[config.mk]
export PLATFORM = sky130hd
export DESIGN_NAME = arb_mux_n
export DESIGN_NICKNAME = d
export VERILOG_FILES = /design/src/rtl/arb_pkg.sv /design/src/rtl/priority_encode_n.sv /design/src/rtl/arb_mux_n.sv
export SDC_FILE = /design/constraint.sdc
export NUM_CORES = 1
export LEC_CHECK = 0
export CAP_MARGIN = 20
export CORE_UTILIZATION = 40
export CTS_BUF_LIST = sky130_fd_sc_hd__clkbuf_4 sky130_fd_sc_hd__clkbuf_8
export DETAILED_ROUTE_END_ITERATION = 10
export PLACE_DENSITY = 0.95
export SKIP_CTS_REPAIR_TIMING = 1
export SYNTH_ARGS = -nofsm -noshare
export SYNTH_HDL_FRONTEND = slang
export SYNTH_SLANG_ARGS = --single-unit
export TNS_END_PERCENT = 5
[constraint.sdc]
create_clock -name clk -period 8.9 [get_ports clk]
set_input_delay 1.78 -clock clk [delete_from_list [all_inputs] [get_ports clk]]
set_output_delay 1.78 -clock clk [all_outputs]
set_load 0.01 [all_outputs]
[src/rtl/arb_pkg.sv]
// ============================================================================
// Module : arb_pkg
// Brief  : Shared constants, output-stage state type and rotate helper for
//          the N-input arbitrating multiplexer.
// Rev    : 1.0  initial release
// ============================================================================
`default_nettype none

package arb_pkg;

  localparam int ARB_FIXED  = 0;
  localparam int ARB_RR     = 1;

  // Upper bound on channel count supported by rotate_right (power of two).
  localparam int ARB_MAX_N  = 256;
  localparam int ARB_MAX_IW = 8;

  typedef enum logic [0:0] {
    OUT_EMPTY = 1'b0,
    OUT_FULL  = 1'b1
  } out_state_e;

  // Rotate the low n bits of vec right by amt (amt < n); bits >= n read as 0.
  function automatic logic [ARB_MAX_N-1:0] rotate_right(
    input logic [ARB_MAX_N-1:0] vec,
    input int unsigned          amt,
    input int unsigned          n
  );
    logic [ARB_MAX_N-1:0] r;
    int unsigned          s;
    r = '0;
    for (int unsigned i = 0; i < ARB_MAX_N; i++) begin
      if (i < n) begin
        s = i + amt;
        if (s >= n) s = s - n;
        r[ARB_MAX_IW'(i)] = vec[ARB_MAX_IW'(s)];
      end
    end
    return r;
  endfunction

endpackage

`default_nettype wire

[src/rtl/priority_encode_n.sv]
// ============================================================================
// Module : priority_encode_n
// Brief  : Combinational highest-set-bit encoder, N inputs.
// Rev    : 1.0  initial release
// ============================================================================
`default_nettype none

module priority_encode_n
  import arb_pkg::*;
#(
  parameter int N = 8
) (
  input  logic [N-1:0]         vec_i,
  output logic [$clog2(N)-1:0] idx_o,
  output logic                 valid_o
);

  localparam int IDXW = $clog2(N);

  // Ascending scan: the last set bit seen is the highest index.
  always_comb begin
    idx_o = '0;
    for (int i = 0; i < N; i++) begin
      if (vec_i[i]) idx_o = IDXW'(i);
    end
  end

  assign valid_o = |vec_i;

endmodule

`default_nettype wire

[src/rtl/arb_mux_n.sv]
// ============================================================================
// Module : arb_mux_n
// Brief  : N-channel valid/ready arbiter (fixed or round-robin) with a single
//          registered output stage holding the winner's data and index.
// Rev    : 1.0  initial release
// ============================================================================
`default_nettype none

module arb_mux_n
  import arb_pkg::*;
#(
  parameter int N     = 8,
  parameter int WIDTH = 16,
  parameter int MODE  = ARB_RR
) (
  input  logic                 clk,
  input  logic                 rst_n,
  input  logic [N-1:0]         req_valid,
  input  logic [N*WIDTH-1:0]   req_data,
  output logic [N-1:0]         req_ready,
  output logic                 out_valid,
  output logic [WIDTH-1:0]     out_data,
  output logic [$clog2(N)-1:0] out_idx,
  input  logic                 out_ready
);

  localparam int IDXW = $clog2(N);

  out_state_e        state_q, state_d;
  logic [WIDTH-1:0]  data_q,  data_d;
  logic [IDXW-1:0]   idx_q,   idx_d;
  logic [IDXW-1:0]   last_q,  last_d;

  logic              w_load;
  logic [N-1:0]      w_enc_vec;
  logic [IDXW-1:0]   w_enc_idx;
  logic              w_enc_valid;
  logic [IDXW-1:0]   w_win;
  logic              w_grant;
  logic [WIDTH-1:0]  w_win_data;

  assign w_load = (state_q == OUT_EMPTY) || out_ready;

  generate
    if (MODE == ARB_RR) begin : g_rr
      localparam logic [IDXW:0] N_EXT = (IDXW+1)'(N);
      logic [IDXW:0] w_sum;

      // Rotating by last puts channel (last-1) mod N at bit N-1 of the encoder.
      assign w_enc_vec = N'(rotate_right(ARB_MAX_N'(req_valid), 32'(last_q), N));
      assign w_sum     = {1'b0, w_enc_idx} + {1'b0, last_q};
      assign w_win     = (w_sum >= N_EXT) ? IDXW'(w_sum - N_EXT) : w_sum[IDXW-1:0];
    end else begin : g_fixed
      assign w_enc_vec = req_valid;
      assign w_win     = w_enc_idx;
    end
  endgenerate

  priority_encode_n #(
    .N (N)
  ) u_enc (
    .vec_i   (w_enc_vec),
    .idx_o   (w_enc_idx),
    .valid_o (w_enc_valid)
  );

  assign w_grant    = rst_n && w_load && w_enc_valid;
  assign req_ready  = w_grant ? (N'(1) << w_win) : '0;
  assign w_win_data = req_data[32'(w_win) * WIDTH +: WIDTH];

  always_comb begin
    state_d = state_q;
    data_d  = data_q;
    idx_d   = idx_q;
    last_d  = last_q;
    if (w_load) begin
      if (w_enc_valid) begin
        state_d = OUT_FULL;
        data_d  = w_win_data;
        idx_d   = w_win;
        last_d  = w_win;
      end else begin
        state_d = OUT_EMPTY;
      end
    end
  end

  always_ff @(posedge clk) begin
    if (!rst_n) begin
      state_q <= OUT_EMPTY;
      data_q  <= '0;
      idx_q   <= '0;
      last_q  <= '0;
    end else begin
      state_q <= state_d;
      data_q  <= data_d;
      idx_q   <= idx_d;
      last_q  <= last_d;
    end
  end

  assign out_valid = (state_q == OUT_FULL);
  assign out_data  = data_q;
  assign out_idx   = idx_q;

endmodule

`default_nettype wire

==> out/metrics.csv <==
stage,metric,value,unit
run_status,status,"finished, final reports clean",
synthesis,netlist_instances,231,
pwr,vdd_drop_max,0.5961,mV
cells_and_area,design_area,0.004239,mm^2
synthesis,synthXorXnorAreaFrac,1.394,%
timing,worst_pin_slew,1.030,ns
synthesis,synth_top_family_by_area,multiplexers,
placed_design,placed_cells,451,
synthesis,netlist_area,0.002512,mm^2
synthesis,syn-num-nets,378,
timing,maxSlewViolCount,0,
clocking,cts_tree,done,
worst_setup_path,cp.required,7.12,ns
worst_setup_path,timing.critical_path.buf_inv,3,
timing,finalSetupTns,0,ns
global_route,grt_pass1_vias,2744,
worst_setup_path,cpMaxStageDelayCell,a2111oi_0,
clocking,clockBufferDepth,2,
placed_design,dp.final_hpwl,7313,um
placed_design,pre_cts_ws,1.272,ns
timing,fmax,131.1,MHz
pwr,leakage,1.496,nW
cells_and_area,seq_area,400.4,um^2
synthesis,ys_seq_elements,20,
synthesis,syn_avg_cell_area,10.88,um^2
timing,final.min_clock_period,7.627,ns
global_route,grt_pass1_wl,13960,um
hold_path,hold_path.class,register to register,
route,antenna_left,0,
timing,rsz0062_at_grt,no,
synthesis,muxShareOfSynthArea,44.82,%
clocking,cts_sinks,20,
die,die-width,81.25,um
synthesis,yosys.area_share.simple,10.16,%
die,rows,28,
cells_and_area,fillers,434,
global_route,antenna_found_initial,0,
worst_setup_path,cp-end-kind,primary output,
clocking,cts-htree-levels,1,
die,die_h,81.25,um
clocking,clock_latency,0.26,ns
global_route,overflow,0,
global_route,grt_max_degree,41,
worst_setup_path,worstPathArrival,5.85,ns
synthesis,synth_compound_area_share,17.43,%
placed_design,place_congestion,0.8618,
worst_setup_path,path_max_fanout,17,
route,drt-initial-drc-count,210,
synthesis,yosysWarnings,0,
route,vias_per_cell,6.149,
timing,fin_crit_sh,85.69,%
cells_and_area,stdcell_count,455,
synthesis,synthAdderAreaFrac,4.283,%
synthesis,async_reset_ff_share,0,%
timing,setup_viol,0,
timing,layout_setup_ws,1.273,ns
cells_and_area,final_nets,528,
synthesis,ys_seq_area_share,15.94,%
worst_setup_path,crit_chain,"clkdlybuf4s50_1, nor2b_1, a2111oi_0, nor4_1, o21ai_0, ha_2, inv_1, fa_2, xnor2_1, nand3_1, nand2_1, nor2_1, clkdlybuf4s50_1",
pwr,p_per_area,521.2,mW/mm^2
timing,final-hold-violation-count,0,
worst_setup_path,cpPeakStageDelay,0.76,ns
route,dr_total_vias,2798,
cells_and_area,syn2layout_area_growth,68.73,%
timing,slew_headroom,31.08,%
synthesis,synth_edf_count,0,
synthesis,synth.distinct_cells,45,
cells_and_area,n_antenna_cell,0,
worst_setup_path,start_kind,primary input,
timing,clock_skew,0.001687,ns
synthesis,synth_top_area_cell,mux4_2,
die,start_util,41.94,%
cells_and_area,drive_gt1_share,15.26,%
die,die_area,0.006602,mm^2
placed_design,portBuffers,166,
route,routed_wirelength,9156,um
die,io_pins,167,
clocking,cts_root_buf,clkbuf_8,
synthesis,synth_top_area_share,36.75,%
job,max_cap_viol_count,0,
synthesis,synthTopCellsByCount,"mux4_2, o21ai_0, dfxtp_1",
route,routedWlPerCell,20.12,um
cells_and_area,multi_input_area,0.001978,mm^2
route,drc_errors,0,
worst_setup_path,cpMostUsedCell,clkdlybuf4s50_1,
placed_design,postPlaceCellArea,0.004168,mm^2
worst_setup_path,crit_type,primary input to primary output,
global_route,grtUsageTotal,28.12,%
clocking,clkTransAtPathRegs,0.08,ns
synthesis,yosysMostFrequentCell,mux4_2,
pwr,power,2.209,mW
worst_setup_path,critPathTopFamily,simple AND/OR/NAND/NOR gates,
clocking,cts_buffers,3,
die,core-area,0.005991,mm^2
route,first_pass_iters,4,
synthesis,synthFlopType,dfxtp_1,
synthesis,ys_top_cells_by_area,"mux4_2, dfxtp_1, o21ai_0",
## through the flow
stage          utilization (%)  hold slack, ns
6_report                 70.76          0.5680
2_1_floorplan                -          0.5550
3_5_place_dp             69.57          0.5470
3_3_place_gp             69.57          0.5409
5_1_grt                  70.76          0.5858
4_1_cts                  70.76          0.5640
## power by group
part	switching, mW	internal (mW)	total [mW]
registers	0.0435	0.130	0.174
clock network	0.0333	0.0600	0.0934
logic	0.946	0.997	1.94
## tightest hold or removal path, delay by kind of cell (launching register included)
kind               cells  cell delay (ns)
DFF                    1             0.32
AOI/OAI and AO/OA      2             0.20
## cell usage in the layout, fill, tap and decap left out, types with 3 or more instances in the layout
cell type / count
clkbuf_8: 3
dfxtp_1: 20
inv_1: 5
a21oi_1: 4
mux4_2: 41
mux4_1: 4
nand3_1: 19
o21ai_1: 9
xnor2_1: 3
nor2_1: 15
a31oi_1: 16
clkdlybuf4s50_1: 166
nand2_1: 4
ha_1: 6
nor2b_1: 3
mux2i_1: 6
o21ai_0: 25
## worst paths after layout
kind / start / endpoint / slack [ns] / depth (start not counted)
worst max-delay path: req_valid[7] / req_ready[1] / 1.27 / 13
worst min-delay path: out_data[7] / out_data[7] / 0.57 / 2
worst max register to register: last_q[0] / out_data[13] / 3.85 / 10
worst min register to register: out_data[7] / out_data[7] / 0.57 / 2
## flip-flops by register name, indices dropped and copies added (netlist names)
| signal | cells |
|---|---|
| last_q | 3 |
| out_data | 16 |
| out_valid | 1 |
## layer usage
layer	global-route usage (%)	share of wire, %	up-vias
li1	-	-	1247
met1	33.83	36	1361
met2	51.76	56	173
met3	4.831	6.6	17
met4	6.607	1.5	0
met5	0	0	-
## kinds of logic after synthesis
kind of cell	count (synthesis)
AOI/OAI and AO/OA	67
muxes	54
and+or+nand+nor	50
buffers and inverters	28
DFF	20
adders and majority gates	8
xor gates and xnor gates	4
## final cells by class
cell class	instances	share of cell area (%)
multi-input combinational	183	46.66
timing repair buffer	168	39.55
sequential	20	9.445
tap	75	2.214
clock buffer	3	0.9740
clock inverter	1	0.7084
inverter	5	0.4427
(Power assumes the default switching activity.)
